==> src/rtl/sum4_window_accum_if.sv <==
// Valid/ready bundle between the adder stage, the window accumulator and the next stage.
// The slave side is the accumulator; the master side drives samples and consumes results.
interface sum4_window_accum_if #(
  parameter int DATA_W = 10,
  parameter int ACC_W  = 13
);
  logic              in_valid;
  logic              in_ready;
  logic [DATA_W-1:0] in_sum;
  logic              out_valid;
  logic              out_ready;
  logic [ACC_W-1:0]  out_total;
  logic [DATA_W-1:0] out_mean;

  modport slave (
    input  in_valid, in_sum, out_ready,
    output in_ready, out_valid, out_total, out_mean
  );

  modport master (
    output in_valid, in_sum, out_ready,
    input  in_ready, out_valid, out_total, out_mean
  );
endinterface

==> src/rtl/sum4_window_accum.sv <==
// Accumulates COUNT adder sums per window, then holds the total and truncated mean
// on a valid/ready output until consumed.
module sum4_window_accum #(
  parameter int DATA_W = 10,
  parameter int COUNT  = 8,
  parameter int CNT_W  = $clog2(COUNT),
  parameter int ACC_W  = DATA_W + CNT_W
) (
  input  logic             clk,
  input  logic             rst_n,
  input  logic             clear,
  sum4_window_accum_if.slave bus,
  output logic [CNT_W-1:0] sample_cnt
);

  typedef enum logic {
    ST_ACCUM = 1'b0,
    ST_HOLD  = 1'b1
  } state_t;

  state_t            state_reg;
  logic [ACC_W-1:0]  acc_reg;
  logic [ACC_W-1:0]  total_reg;
  logic [DATA_W-1:0] mean_reg;
  logic [CNT_W-1:0]  cnt_reg;
  logic              out_valid_reg;

  logic [ACC_W-1:0]  acc_next;
  logic              last_sample;

  // Only registered on an accept, so in_sum is never observed outside a transfer.
  always_comb begin
    acc_next = acc_reg + {{CNT_W{1'b0}}, bus.in_sum};
  end

  assign last_sample = (cnt_reg == CNT_W'(COUNT - 1));

  always_ff @(posedge clk or negedge rst_n) begin
    if (!rst_n) begin
      state_reg     <= ST_ACCUM;
      acc_reg       <= '0;
      cnt_reg       <= '0;
      total_reg     <= '0;
      mean_reg      <= '0;
      out_valid_reg <= 1'b0;
    end else if (clear) begin
      // Result registers keep their last value; only the valid flag is withdrawn.
      state_reg     <= ST_ACCUM;
      acc_reg       <= '0;
      cnt_reg       <= '0;
      out_valid_reg <= 1'b0;
    end else begin
      case (state_reg)
        ST_ACCUM: begin
          if (bus.in_valid) begin
            if (last_sample) begin
              total_reg     <= acc_next;
              mean_reg      <= acc_next[ACC_W-1:CNT_W];
              acc_reg       <= '0;
              cnt_reg       <= '0;
              out_valid_reg <= 1'b1;
              state_reg     <= ST_HOLD;
            end else begin
              acc_reg <= acc_next;
              cnt_reg <= cnt_reg + 1'b1;
            end
          end
        end
        ST_HOLD: begin
          if (bus.out_ready) begin
            out_valid_reg <= 1'b0;
            state_reg     <= ST_ACCUM;
          end
        end
        default: begin
          state_reg     <= ST_ACCUM;
          out_valid_reg <= 1'b0;
        end
      endcase
    end
  end

  // in_ready depends on the state register alone, keeping inputs off any output path.
  assign bus.in_ready  = (state_reg == ST_ACCUM);
  assign bus.out_valid = out_valid_reg;
  assign bus.out_total = total_reg;
  assign bus.out_mean  = mean_reg;
  assign sample_cnt    = cnt_reg;

endmodule

==> src/flat_wrapper.sv <==
// flat-port wrapper written by rule: the top's interface ports become plain ports
module sum4_window_accum_flat 
#(
  parameter int DATA_W = 10,
  parameter int COUNT  = 8,
  parameter int CNT_W  = $clog2(COUNT),
  parameter int ACC_W  = DATA_W + CNT_W
)
  (clk, rst_n, clear, sample_cnt, bus_in_valid, bus_in_sum, bus_out_ready, bus_in_ready, bus_out_valid, bus_out_total, bus_out_mean);
  sum4_window_accum_if #(.DATA_W(DATA_W), .ACC_W(ACC_W)) bus_i ();
  input  logic clk;
  input  logic rst_n;
  input  logic clear;
  output logic [CNT_W-1:0] sample_cnt;
  input wire logic [$bits(bus_i.in_valid)-1:0] bus_in_valid;
  input wire logic [$bits(bus_i.in_sum)-1:0] bus_in_sum;
  input wire logic [$bits(bus_i.out_ready)-1:0] bus_out_ready;
  output wire logic [$bits(bus_i.in_ready)-1:0] bus_in_ready;
  output wire logic [$bits(bus_i.out_valid)-1:0] bus_out_valid;
  output wire logic [$bits(bus_i.out_total)-1:0] bus_out_total;
  output wire logic [$bits(bus_i.out_mean)-1:0] bus_out_mean;
  assign bus_i.in_valid = bus_in_valid;
  assign bus_i.in_sum = bus_in_sum;
  assign bus_i.out_ready = bus_out_ready;
  assign bus_in_ready = bus_i.in_ready;
  assign bus_out_valid = bus_i.out_valid;
  assign bus_out_total = bus_i.out_total;
  assign bus_out_mean = bus_i.out_mean;
  sum4_window_accum #(.DATA_W(DATA_W), .COUNT(COUNT), .CNT_W(CNT_W), .ACC_W(ACC_W)) u_core (.clk(clk), .rst_n(rst_n), .clear(clear), .bus(bus_i), .sample_cnt(sample_cnt));
endmodule
==> config.mk <==
export PLATFORM = sky130hd
export DESIGN_NAME = sum4_window_accum_flat
export DESIGN_NICKNAME = d
export VERILOG_FILES = /design/src/rtl/sum4_window_accum_if.sv /design/src/rtl/sum4_window_accum.sv /design/src/flat_wrapper.sv
export SDC_FILE = /design/constraint.sdc
export NUM_CORES = 1
export LEC_CHECK = 0
export BUFFER_PORTS_ARGS = -buffer_cell sky130_fd_sc_hd__buf_4
export CAP_MARGIN = 20
export CORE_AREA = 2 2 64 66
export CTS_BUF_LIST = sky130_fd_sc_hd__clkbuf_2
export DETAILED_ROUTE_END_ITERATION = 8
export DIE_AREA = 0 0 66 68
export GPL_TIMING_DRIVEN = 0
export PLACE_DENSITY = 0.75
export RECOVER_POWER = 50
export SLEW_MARGIN = 25
export SYNTH_ARGS = -nofsm -noshare
export SYNTH_HDL_FRONTEND = slang
export SYNTH_SLANG_ARGS = --single-unit
==> constraint.sdc <==
create_clock -name clk -period 2.05 [get_ports clk]
set_input_delay 0.41 -clock clk [delete_from_list [all_inputs] [get_ports clk]]
set_output_delay 0.41 -clock clk [all_outputs]
set_load 0.01 [all_outputs]
After elaboration in Yosys (flattened, before gate mapping) --
Index checks and enable logic that the tools add are counted.
Cells by class: eq/ne operators 5, div/mod/pow operators 0, bitwise operators 2, $add $sub $neg 2, reductions and logical operators 4, multiply operators 0, shift operators 0, multiplexer cells 18, $lt $le $gt $ge 0
Operators with widths (number):
- $mux W13 | 4
- $add A13 B10 Y13 | 1
- $mux W3 | 4
- $mux W1 | 8
- $ne A3 B3 Y1 const B | 2
- $pmux W1 S2 | 2
- $reduce_and A4 Y1 | 1
- $add A3 B1 Y3 const B | 1
- $eq A3 B3 Y1 const B | 1
- $ne A3 B2 Y1 const B | 1
- $reduce_and A3 Y1 | 1
- $ne A2 B2 Y1 const B | 1
- $not A1 Y1 | 2
- $reduce_and A2 Y1 | 1
- $reduce_bool A2 Y1 | 1
Word-level totals: flip-flop bits (word level) 41, word-level logic and storage cells 37, bits in writable memories 0, latch bits 0, memories kept 0, bits in read-only memories 0, output and inout bits 28, input port bits 15

Logic depth before layout (Yosys ltp) --
Gate-level depths: netlist of run 1.
depth in word-level cells 5, gate-level depth with buffers 9, depth with buffers taken out 9

Worst setup path after synthesis of run 1 --
No wires, ideal clock.
path kind input-to-reg, from in bus_in_sum[0], to reg u_core.acc_reg[10], stages 9, slack -0.066 ns, setup time 0.076 ns, arrival time 2.039 ns, path buffers 0, cells stage by stage ha_1 -> inv_1 -> fa_1 -> nor2b_1 -> o22a_2 -> a2111oi_2 -> or2_2 -> or3_1 -> o21ai_1
Between the ends: cells in the longest elaborated chain, start to end 5
Ends and longest elaborated chain:
- start: declaration | line flat_wrapper.sv:16 | input wire logic [$bits(bus_i.in_sum)-1:0] bus_in_sum;
- $add A13 B10 Y13 | line sum4_window_accum.sv:33 | acc_next = acc_reg + {{CNT_W{1'b0}}, bus.in_sum};
- $mux W13 | line sum4_window_accum.sv:56 | if (last_sample) begin
- $mux W13 | line sum4_window_accum.sv:55 | if (bus.in_valid) begin
- $mux W13 | line sum4_window_accum.sv:53 | case (state_reg)
- $mux W13 | line sum4_window_accum.sv:46 | end else if (clear) begin
- end signal: assignment | line sum4_window_accum.sv:64 | acc_reg <= acc_next;
- end: declaration | line sum4_window_accum.sv:22 | logic [ACC_W-1:0] acc_reg;
No other way between the ends. The select of a mux whose other input is x is not followed. A chain may end at the register's enable or synchronous reset.

Worst setup path in the final report of run 1 --
from reg u_core.acc_reg[0], to reg u_core.acc_reg[10]
Between the ends: cells in the longest elaborated chain, start to end 5
Ends and longest elaborated chain (line):
- $add A13 B10 Y13 | sum4_window_accum.sv:33
- $mux W13 | sum4_window_accum.sv:56
- $mux W13 | sum4_window_accum.sv:55
- $mux W13 | sum4_window_accum.sv:53
- $mux W13 | sum4_window_accum.sv:46
No other way between the ends. The select of a mux whose other input is x is not followed.

==> key figures, run 1 <==
Power and ir drop
  – Peak VDD IR: 448 uV
  – Clk pwr share: a little over a quarter
  – Sw Ratio: 32.9%
  – Combinational power share: 31.6%
  – Power per cell area: between 600 and 700 nW/um^2
  – Pwr Total: roughly 1600 uW
  – Lkg Pwr: 0.00121 uW
  – Sw power: 530 uW
  – Internal Power: roughly 1100 uW
  – Sequential Power Share: 41.5%

Route
  – Residual DRC count: 0
  – Total wire length: 4090 um
  – Routed WL per cell: 14.1 um
  – Via count: 1471
  – Post-DRT Antenna Nets: 0
  – DR pass1 iterations: 5
  – Initial DRC count: 80
  – Vias/cell: 5.05

Layout
  – Most frequent cells in the layout: buf_4, dfrtp_1, nand2_1, o21ai_1, ha_1
  – Ant. Diodes: 0
  – Final core occ: 62.8%
  – Synth-to-layout area growth: 30.6%
  – Fin cells: 291
  – Share of layout cells above drive strength 1: 35.7%
  – Commonest non-fill, non-tap cell in the layout: buf_4
  – Nets@finish: approximately 270
  – Number of flip-flops in the largest register: 13

GRT
  – Largest net degree at the start of global routing: 32
  – GR Util All Layers: between 10% and 20%
  – GRT overflow: 0
  – Vias in the first global route: ~1300
  – Initial antenna violation count: 0
  – First-pass GRT wire length: 6360 um

Synth
  – Synth Area in Compound Gates: 15.4%
  – Post-synthesis mux area share: 5.26%
  – Warnings from Yosys: 0
  – Mapped Area: approximately 1900 um^2
  – Post-Syn Instances: ~190
  – Part of the Yosys area used for sequential elements: 41.8%
  – Synthesized area per cell: 10.0 um^2
  – Simple-Gate Fraction of Synth Area: 14.2%
  – Yosys reg bits: 31
  – Largest family of logic cells by synthesized area: compound AO/OA/AOI/OAI gates
  – Adder-Cell Fraction of Synth Area: between 9 and 10%
  – Unique masters post-synth: 43
  – Fraction of synthesized cell area in xor and xnor cells: 4.72%
  – Syn_nets: 213

Worst setup path
  – Critical path type: register to register
  – Critical Path AT: 2.52 ns
  – CP required: between 2 and 2.5 ns
  – Max FO, Critical Path: 4
  – Worst setup EP type: register
  – R2R setup slack: -0.13 ns
  – Critical Path Source Type: register

Placed design
  – DP Wirelength: 2700 um
  – Number of buffers added on ports: 41
  – Placer Congestion: 0.784
  – DP Cell Count: 276

Clock network
  – CTS Buffer Depth: 2
  – Clock slew at reported path FFs: 0.17 ns
  – Number of clock buffers inserted by TritonCTS: 5
  – Clk_lat worst skew: 0.39 ns
  – CTS tree: done
  – Clk sink count: 31
  – Clk root buf: clkbuf_2
  – CTS H-tree depth: 2

Die
  – Rows: 23
  – Die W: 66 um
  – CORE AREA: 3860 um^2
  – Die area: 4490 um^2
  – Initial Util: 48.1%
  – Ports: 43
  – Die Ht: 68 um

STA
  – Fin. Hold Viols: 0
  – Minimum clock period: 2.18 ns
  – Setup Viol. Count Final: 7
  – Slew HR: between 40 and 50%
  – Worst setup margin: -0.128 ns
  – Clock Skews: 0.00887 ns
  – Fmax: 459 MHz
  – Period utilization: 106%
  – RSZ-0062 raised after global routing: true
  – Slew Limit Fails: 0
  – Worst-Margin Slew: 0.801 ns

Min path
  – Hold Path Class: input port to register

Outcome
  – Failing checks: negative setup slack
  – Outcome: complete, but fails checks

Run
  – Max cap viols: 0
-- cells by family after synthesis --
family | count (synthesis)
and+or+nand+nor | 52
AOI/OAI and AO/OA | 43
DFF | 31
buffers and inverters | 27
adders and majority gates | 13
xor gates and xnor gates | 10
muxes | 9
-- worst max-delay path, stage by stage (launching register included) --
cell and delay, ns:
dfrtp_1 0.39, ha_2 0.19, inv_2 0.04, fa_2 0.37, nor2b_2 0.14, buf_4 0.12, o22a_4 0.15, a2111oi_4 0.07
or2_4 0.26, or3_1 0.31, o21ai_1 0.09
-- what timing repair did --
| item | in CTS | in global routing |
|---|---|---|
| hold buffers | 1 | 0 |
| setup endpoints to repair | 3 | 10 |
| pin swaps | 2 | 7 |
| gates cloned | 0 | 0 |
| gates resized for setup | 3 | 15 |
| hold endpoints to repair | 31 | 0 |
| setup buffers | 3 | 3 |
-- cells in the mapped netlist, drive strengths merged --
| cell | count | area [um^2] |
|---|---|---|
| dfrtp | 31 | 776 |
| nand2 | 19 | 71.3 |
| buf | 18 | 143 |
| o21ai | 16 | 80.1 |
| ha | 12 | 150 |
| a21oi | 9 | 45.0 |
| nor2 | 9 | 36.3 |
| nand3 | 7 | 35.0 |
| a22o | 6 | 52.6 |
| inv | 6 | 22.5 |
| mux2 | 6 | 67.6 |
| xor2 | 6 | 52.6 |
| xnor2 | 4 | 35.0 |
| clkbuf | 3 | 11.3 |
| mux2i | 3 | 30.0 |
| nor2b | 3 | 18.8 |
| nor3 | 3 | 26.3 |
| a211oi | 2 | 15.0 |
| a21o | 2 | 15.0 |
| a31oi | 2 | 18.8 |
| or2 | 2 | 12.5 |
| or3 | 2 | 12.5 |
| a2111oi | 1 | 15.0 |
| a211o | 1 | 8.76 |
| and2 | 1 | 6.26 |
| and2b | 1 | 7.51 |
| and4 | 1 | 8.76 |
| fa | 1 | 20.0 |
| nand2b | 1 | 6.26 |
| nand3b | 1 | 7.51 |
| nand4 | 1 | 6.26 |
| nor3b | 1 | 7.51 |
| o2111ai | 1 | 8.76 |
| o22a | 1 | 10.0 |
| o2bb2ai | 1 | 8.76 |
| o31ai | 1 | 7.51 |
-- power by group through the flow --
stage	Clock, uW	Combinational (uW)	Sequential, uW
after floorplan	0	308	676
after global placement	0	405	678
after detailed placement	0	410	678
after CTS	438	432	667
after global routing	476	555	671
final	432	509	668
-- path summary, 6_finish.rpt --
kind | depth (start not counted) | from | end
setup / recovery | 10 | u_core.acc_reg[0] | u_core.acc_reg[10]
hold / removal | 2 | bus_out_ready | u_core.state_reg
setup reg to reg | 10 | u_core.acc_reg[0] | u_core.acc_reg[10]
hold reg to reg | 2 | u_core.bus.out_total[2] | u_core.bus.out_total[2]
max in group asynchronous | 2 | rst_n | u_core.acc_reg[2]
min in group asynchronous | 2 | rst_n | u_core.bus.out_total[2]
-- routing by layer --
layer | GRT usage [%] | share of wire, %
met1 | 25.1 | 45
met2 | 30.7 | 49
met3 | 5.76 | 4.1
met4 | 7.65 | 1.7
met5 | 0 | 0
-- final cells by class --
type,count,area (um^2)
buffer,21,156
clock buffer,5,25.0
clock inverter,3,38.8
fill,336,1430
inverter,6,22.5
multi-input combinational,127,1000
sequential,31,776
tap,50,62.6
timing repair buffer,48,342
-- metrics by stage --
stage / hold slack [ns] / setup WS [ns] / instance area, um^2 / setup TNS (ns)
floorplan: 0.114 / 0.000611 / 1860 / 0
global placement: 0.372 / -0.239 / 2230 / -0.995
global route: 0.141 / -0.221 / 2420 / -1.11
CTS: 0.155 / -0.0378 / 2330 / -0.0977
finish: 0.171 / -0.128 / 2420 / -0.306
detailed placement: 0.371 / -0.259 / 2230 / -1.09
No activity file was read; power rests on OpenSTA's default activity.
==> run 2: changes to the inputs <==
--- a/config.mk
+++ b/config.mk
@@ -14,7 +14,6 @@
 export GPL_TIMING_DRIVEN = 0
 export PLACE_DENSITY = 0.75
 export RECOVER_POWER = 50
-export SLEW_MARGIN = 25
 export SYNTH_ARGS = -nofsm -noshare
 export SYNTH_HDL_FRONTEND = slang
 export SYNTH_SLANG_ARGS = --single-unit
==> constraint.sdc (replaced) <==
create_clock -name clk -period 2.05 [get_ports clk]
set_input_delay 0.3075 -clock clk [delete_from_list [all_inputs] [get_ports clk]]
set_output_delay 0.3075 -clock clk [all_outputs]
set_load 0.01 [all_outputs]
==> run 2 against run 1 <==
Compared with the run above:
- the flow still finishes with violations (negative setup slack)
- sequential power about the same
- via count up 0.14%
- routed wire length down 2.5%
- combinational power down 4.3%
- flip-flop and latch count unchanged
- final cell count down 0.69%
==> key figures, run 2 (same netlist as run 1, synthesis figures left out) <==
Outcome
  – Outcome: complete, but fails checks
  – Failing checks: negative setup slack

Worst setup path
  – Crit path max-delay family: simple AND/OR/NAND/NOR gates
  – Worst setup EP type: register
  – Critical Path AT: 2.40 ns (-0.12 ns)
  – CP peak stage delay: 0.38 ns (about the same)
  – CP bufs+invs: 1 (-1)
  – Critical Path Source Type: register
  – CP required: 2.34 ns (-0.05 ns)
  – CP cell instances: ha_2 -> inv_2 -> fa_2 -> nor2b_4 -> o22a_2 -> a2111oi_4 -> or2_4 -> or3_4 -> o21ai_2
  – Critical path type: register to register
  – Worst path slowest cell: dfrtp_1
  – Max FO, Critical Path: 4 (unchanged)
  – Critical Path Start: u_core.acc_reg[0]
  – Critical R2R Launch: u_core.acc_reg[0]

Placed design
  – Pre-CTS setup slack: -0.229 ns (+0.0303 ns)
  – Placed Area: 2230 um^2 (-0.11%)
  – Placer Congestion: 0.806 (+2.8%)
  – Number of buffers added on ports: 41 (unchanged)
  – DP Wirelength: 2750 um (+1.7%)

Clock network
  – CTS Buffer Depth: 2 (unchanged)
  – CTS tree: done
  – Clk sink count: 31 (unchanged)
  – Clk root buf: clkbuf_2
  – Clk_lat worst skew: 0.36 ns (-0.03 ns)
  – CTS H-tree depth: 2 (unchanged)
  – Number of clock buffers inserted by TritonCTS: 5 (unchanged)
  – Clock slew at reported path FFs: 0.16 ns (about the same)

STA
  – Fin. Hold Viols: 0 (unchanged)
  – Minimum clock period: 2.11 ns (-0.0673 ns)
  – Worst-Margin Slew: 0.778 ns (-0.0236 ns)
  – Clock Skews: 0.0146 ns (+0.00576 ns)
  – Setup Viol. Count Final: 2 (-5)
  – Fmax: 474 MHz (+3.2%)
  – Worst hold slack: 0.118 ns (-0.0527 ns)
  – RSZ-0062 raised after global routing: true
  – Period utilization: 103% (-3.3 points)
  – Worst setup margin: -0.0610 ns (+0.0673 ns)
  – Slew Limit Fails: 0 (unchanged)
  – Slew HR: 48.2% (+1.6 points)

GRT
  – GRT overflow: 0 (unchanged)
  – GR Util All Layers: 18.3% (-1.1 points)
  – First-pass GRT wire length: 6110 um (-3.9%)
  – Largest net degree at the start of global routing: 32 (unchanged)
  – Initial antenna violation count: 0 (unchanged)
  – Vias in the first global route: 1347 (+3.9%)

Layout
  – Synth-to-layout area growth: 27.2%
  – Share of layout cells above drive strength 1: 35.6% (-0.12 points)
  – Ant. Diodes: 0 (unchanged)
  – Number of flip-flops in the largest register: 13 (unchanged)
  – Post-route cell area: 2360 um^2 (-2.6%)
  – Register area: 776 um^2 (unchanged)
  – Commonest non-fill, non-tap cell in the layout: buf_4
  – Multi-input logic area: 990 um^2 (-1.1%)
  – Fill cells: 370 (+10%)
  – Nets@finish: 266 (-0.75%)
  – Most frequent cells in the layout: buf_4, dfrtp_1, nand2_1, o21ai_1, ha_1

Power and ir drop
  – Lkg Pwr: 0.00118 uW (-2.0%)
  – Power per cell area: 613 nW/um^2 (-7.6%)
  – Peak VDD IR: 382 uV (-15%)
  – Pwr Total: 1450 uW (-10%)

Die
  – CORE AREA: 3860 um^2 (unchanged)
  – Initial Util: 48.1% (unchanged)
  – Ports: 43 (unchanged)
  – Die Ht: 68 um (unchanged)
  – Die area: 4490 um^2 (unchanged)
  – Die W: 66 um (unchanged)
  – Rows: 23 (unchanged)

Route
  – Post-DRT Antenna Nets: 0 (unchanged)
  – Vias/cell: 5.10 (+0.83%)
  – Via count: 1473 (+0.14%)
  – Initial DRC count: 32 (-60%)
  – Residual DRC count: 0 (unchanged)
  – DR pass1 iterations: 4 (-1)
  – Total wire length: 3990 um (-2.5%)
  – Routed WL per cell: 13.8 um (-1.8%)

Min path
  – HP Start: clear
  – Hold Path Class: input port to register

Run
  – Max cap viols: 0 (unchanged)
[run 2: final timing paths]
check                                     endpoint  slack, ns  depth (start not counted)
min                           u_core.sample_cnt[2]       0.12                          2
min reg2reg                      u_core.acc_reg[3]       0.51                          2
max in group asynchronous   u_core.bus.out_mean[9]       1.03                          2
min in group asynchronous  u_core.bus.out_total[2]       0.52                          2
max reg2reg                     u_core.acc_reg[10]      -0.06                          9
max                             u_core.acc_reg[10]      -0.06                          9
[run 2: stage by stage]
step	std cells	utilization [%]	TNS, ns
2_1_floorplan	185	-	0
3_3_place_gp	276	57.7	-0.512
3_5_place_dp	276	57.7	-0.595
4_1_cts	286	59.3	-0.0482
5_1_grt	289	61.2	-0.536
6_report	289	61.2	-0.0617
[run 2: worst reg2reg max path, cell delays in order, from the launching register on]
cell and delay, ns:
dfrtp_1 0.38, ha_2 0.19, inv_2 0.04, fa_2 0.36
nor2b_4 0.14, o22a_2 0.19, a2111oi_4 0.08, or2_4 0.26
or3_4 0.33, o21ai_2 0.07
[run 2: cell type report]
cell class              instances  share of cell area (%)
flip-flops and latches         31                    32.9
plain buffers                  21                    6.52
clock buffers                   6                    1.27
repair buffers                 46                    13.5
multi-input cells             127                    41.9
well taps                      50                    2.65
inverters                       6                   0.954
clock inverters                 2                   0.318
[run 2: metal layers]
layer  part of all wire (%)  vias to the layer above  global-route usage (%)
li1                       -                      741                       -
met1                     45                      705                    23.2
met2                     50                       22                    30.2
met3                    3.7                        5                    5.10
met4                    1.2                        0                    6.89
met5                      0                        -                       0
[run 2: power by group]
group	switching (uW)	internal, uW
Clock	211	82.1
Sequential	21.5	646
Combinational	265	222
[run 2: what timing repair did]
action,in CTS,in global routing
resized for setup,3,15
setup buffers,1,3
endpoints found under the setup margin,5,9
hold buffers,1,0
pin swaps,2,5
endpoints found under the hold margin,31,0
==> run 3: changes to the inputs <==
--- a/config.mk
+++ b/config.mk
@@ -6,9 +6,8 @@
 export NUM_CORES = 1
 export LEC_CHECK = 0
 export BUFFER_PORTS_ARGS = -buffer_cell sky130_fd_sc_hd__buf_4
-export CAP_MARGIN = 20
 export CORE_AREA = 2 2 64 66
-export CTS_BUF_LIST = sky130_fd_sc_hd__clkbuf_2
+export CTS_BUF_LIST = sky130_fd_sc_hd__clkbuf_8
 export DETAILED_ROUTE_END_ITERATION = 8
 export DIE_AREA = 0 0 66 68
 export GPL_TIMING_DRIVEN = 0
==> constraint.sdc (replaced) <==
create_clock -name clk -period 1.9 [get_ports clk]
set_input_delay 0.285 -clock clk [delete_from_list [all_inputs] [get_ports clk]]
set_output_delay 0.285 -clock clk [all_outputs]
set_load 0.01 [all_outputs]
==> run 3 against run 2 <==
Compared with the run above:
- the run still ends with negative setup slack left
- sequential share of layout area fell by 0.24 points
- worst hold slack improved by 0.056 ns
- power increased by 20%
- critical path depth unchanged
- die area stayed put
- flip-flop and latch count unchanged
- first-iteration DRC count increased to 3.5 times the previous value
- critical endpoint unchanged
- highest routed layer unchanged
==> key figures, run 3 (same netlist as run 1, synthesis figures left out) <==
Worst setup path
  – Critical R2R Launch: u_core.acc_reg[0]
  – CP peak stage delay: 0.38 ns (about the same)
  – CP cell instances: ha_2 -> inv_2 -> fa_2 -> nor2b_4 -> o22a_2 -> a2111oi_4 -> or2_4 -> or3_4 -> o21ai_2
  – Critical Path Source Type: register
  – Depth of the most critical reg-to-reg path: 9 (unchanged)
  – Worst path slowest cell: fa_2
  – Critical Path AT: 2.29 ns (-0.11 ns)
  – Worst setup EP type: register
  – CP required: 2.11 ns (-0.23 ns)
  – Critical path type: register to register
  – R2R setup slack: -0.18 ns (-0.12 ns)
  – Reg-to-reg endpoint: u_core.acc_reg[10]
  – Max FO, Critical Path: 4 (unchanged)

Route
  – Residual DRC count: 0 (unchanged)
  – Initial DRC count: 111 (+250%)
  – Via count: 1481 (+0.54%)
  – Vias/cell: 5.18 (+1.6%)
  – Post-DRT Antenna Nets: 0 (unchanged)
  – DR pass1 iterations: 4 (unchanged)
  – Routed WL per cell: 13.5 um (-2.0%)
  – Total wire length: 3870 um (-3.1%)

Run
  – Max cap viols: 0 (unchanged)

STA
  – Fin. Hold Viols: 0 (unchanged)
  – RSZ-0062 raised after global routing: true
  – Period utilization: 110% (+6.6 points)
  – Worst setup margin: -0.182 ns (-0.121 ns)
  – Clock Skews: 0.00569 ns (-0.00894 ns)
  – Setup Viol. Count Final: 10 (+8)
  – Minimum clock period: 2.08 ns (-0.0294 ns)
  – Setup TNS Final: -0.750 ns (-0.688 ns)
  – Worst-Margin Slew: 0.767 ns (-0.0110 ns)
  – Slew Limit Fails: 0 (unchanged)
  – Fmax: 480 MHz (+1.4%)
  – Slew HR: 48.9% (+0.73 points)

Die
  – Rows: 23 (unchanged)
  – Ports: 43 (unchanged)
  – Die W: 66 um (unchanged)
  – Die Ht: 68 um (unchanged)
  – CORE AREA: 3860 um^2 (unchanged)
  – Die area: 4490 um^2 (unchanged)
  – Initial Util: 48.1% (unchanged)

Layout
  – Commonest non-fill, non-tap cell in the layout: buf_4
  – Fill cells: 370 (unchanged)
  – Synth-to-layout area growth: 28.2%
  – Most frequent cells in the layout: buf_4, dfrtp_1, nand2_1, o21ai_1, ha_1
  – Nets@finish: 264 (-0.75%)
  – Ant. Diodes: 0 (unchanged)
  – Number of flip-flops in the largest register: 13 (unchanged)
  – Share of layout cells above drive strength 1: 35.2% (-0.40 points)

Power and ir drop
  – Combinational power share: 28.2% (-5.4 points)
  – Power per cell area: 731 nW/um^2 (+19%)
  – Lkg Pwr: 0.00119 uW (+0.77%)
  – Sw Ratio: 30.6% (-3.8 points)
  – Peak VDD IR: 524 uV (+37%)
  – Sequential Power Share: 41.5% (-4.6 points)
  – Internal Power: 1210 uW (+27%)
  – Sw power: 531 uW (+6.7%)
  – Clk pwr share: 30.3% (+10 points)
  – Pwr Total: 1740 uW (+20%)

GRT
  – First-pass GRT wire length: 6180 um (+1.0%)
  – GRT overflow: 0 (unchanged)
  – Initial antenna violation count: 0 (unchanged)
  – Largest net degree at the start of global routing: 32 (unchanged)
  – GR Util All Layers: 18.8% (+0.43 points)
  – Vias in the first global route: 1359 (+0.89%)

Clock network
  – Clk sink count: 31 (unchanged)
  – Number of clock buffers inserted by TritonCTS: 5 (unchanged)
  – Clk_lat worst skew: 0.28 ns (-0.08 ns)
  – Clk root buf: clkbuf_8
  – CTS tree: done
  – CTS H-tree depth: 2 (unchanged)
  – Clock slew at reported path FFs: 0.06 ns (-0.10 ns)
  – CTS Buffer Depth: 2 (unchanged)

Placed design
  – Pre-CTS setup slack: -0.214 ns (+0.0147 ns)
  – Number of buffers added on ports: 41 (unchanged)
  – Placer Congestion: 0.806 (about the same)
  – DP Wirelength: 2780 um (+1.3%)

Min path
  – Worst Hold Path EP: u_core.state_reg
  – Hold Path Class: input port to register
  – HP Start: bus_out_ready
  – Worst Hold Depth: 2 (unchanged)

Outcome
  – Outcome: complete, but fails checks
  – Failing checks: negative setup slack
## run 3: what timing repair did
action	4_1_cts	5_1_grt
gates resized for setup	2	13
setup endpoints to repair	10	22
hold endpoints to repair	31	0
setup buffers	1	1
hold buffers	1	0
pin swaps	1	5
## run 3: power by group through the flow
stage / sequential, uW / clock (uW) / combinational, uW
CTS: 721 / 539 / 465
finish: 721 / 526 / 491
detailed placement: 733 / 0 / 449
floorplan: 729 / 0 / 335
global route: 725 / 571 / 544
global placement: 731 / 0 / 443
## run 3: worst max-delay path: cells and delay by family (launching register included)
kind | cells | cell delay (ns)
simple gates | 3 | 0.73
fa+ha+maj | 2 | 0.56
buf+inv | 1 | 0.04
flops | 1 | 0.35
compound gates | 3 | 0.32
## run 3: final cells by class
cell class,count,area [um^2],share of cell area (%)
multi-input cells,127,957,40.2
clock buffers,6,82.6,3.47
plain buffers,21,158,6.63
repair buffers,44,315,13.3
clock inverters,1,5.00,0.210
flip-flops and latches,31,776,32.6
inverters,6,22.5,0.947
well taps,50,62.6,2.63
## run 3: stage by stage
step           instance area (um^2)  hold slack (ns)  std cells  utilization (%)
2_1_floorplan                  1860          -0.0106        185                -
3_3_place_gp                   2230            0.245        276             57.9
4_1_cts                        2340            0.168        285             60.7
3_5_place_dp                   2230            0.244        276             57.9
6_report                       2380            0.174        286             61.7
5_1_grt                        2380            0.179        286             61.7
## run 3: per-layer routing
| layer | vias to the layer above | global-route usage (%) | routed length [um] |
|---|---|---|---|
| li1 | 740 | - | - |
| met1 | 705 | 22.8 | 1680 |
| met2 | 34 | 30.7 | 1960 |
| met3 | 2 | 5.92 | 203 |
| met4 | 0 | 8.67 | 17 |
| met5 | - | 0 | 0 |
## run 3: how the worst max path moves through the flow
stage / to / start
2_1_floorplan: u_core.bus.out_mean[7] / u_core.acc_reg[7]
3_3_place_gp: u_core.acc_reg[10] / bus_in_sum[0]
3_5_place_dp: u_core.acc_reg[10] / bus_in_sum[0]
4_1_cts: u_core.acc_reg[10] / u_core.acc_reg[0]
5_1_grt: u_core.acc_reg[10] / u_core.acc_reg[0]
6_report: u_core.acc_reg[10] / u_core.acc_reg[0]
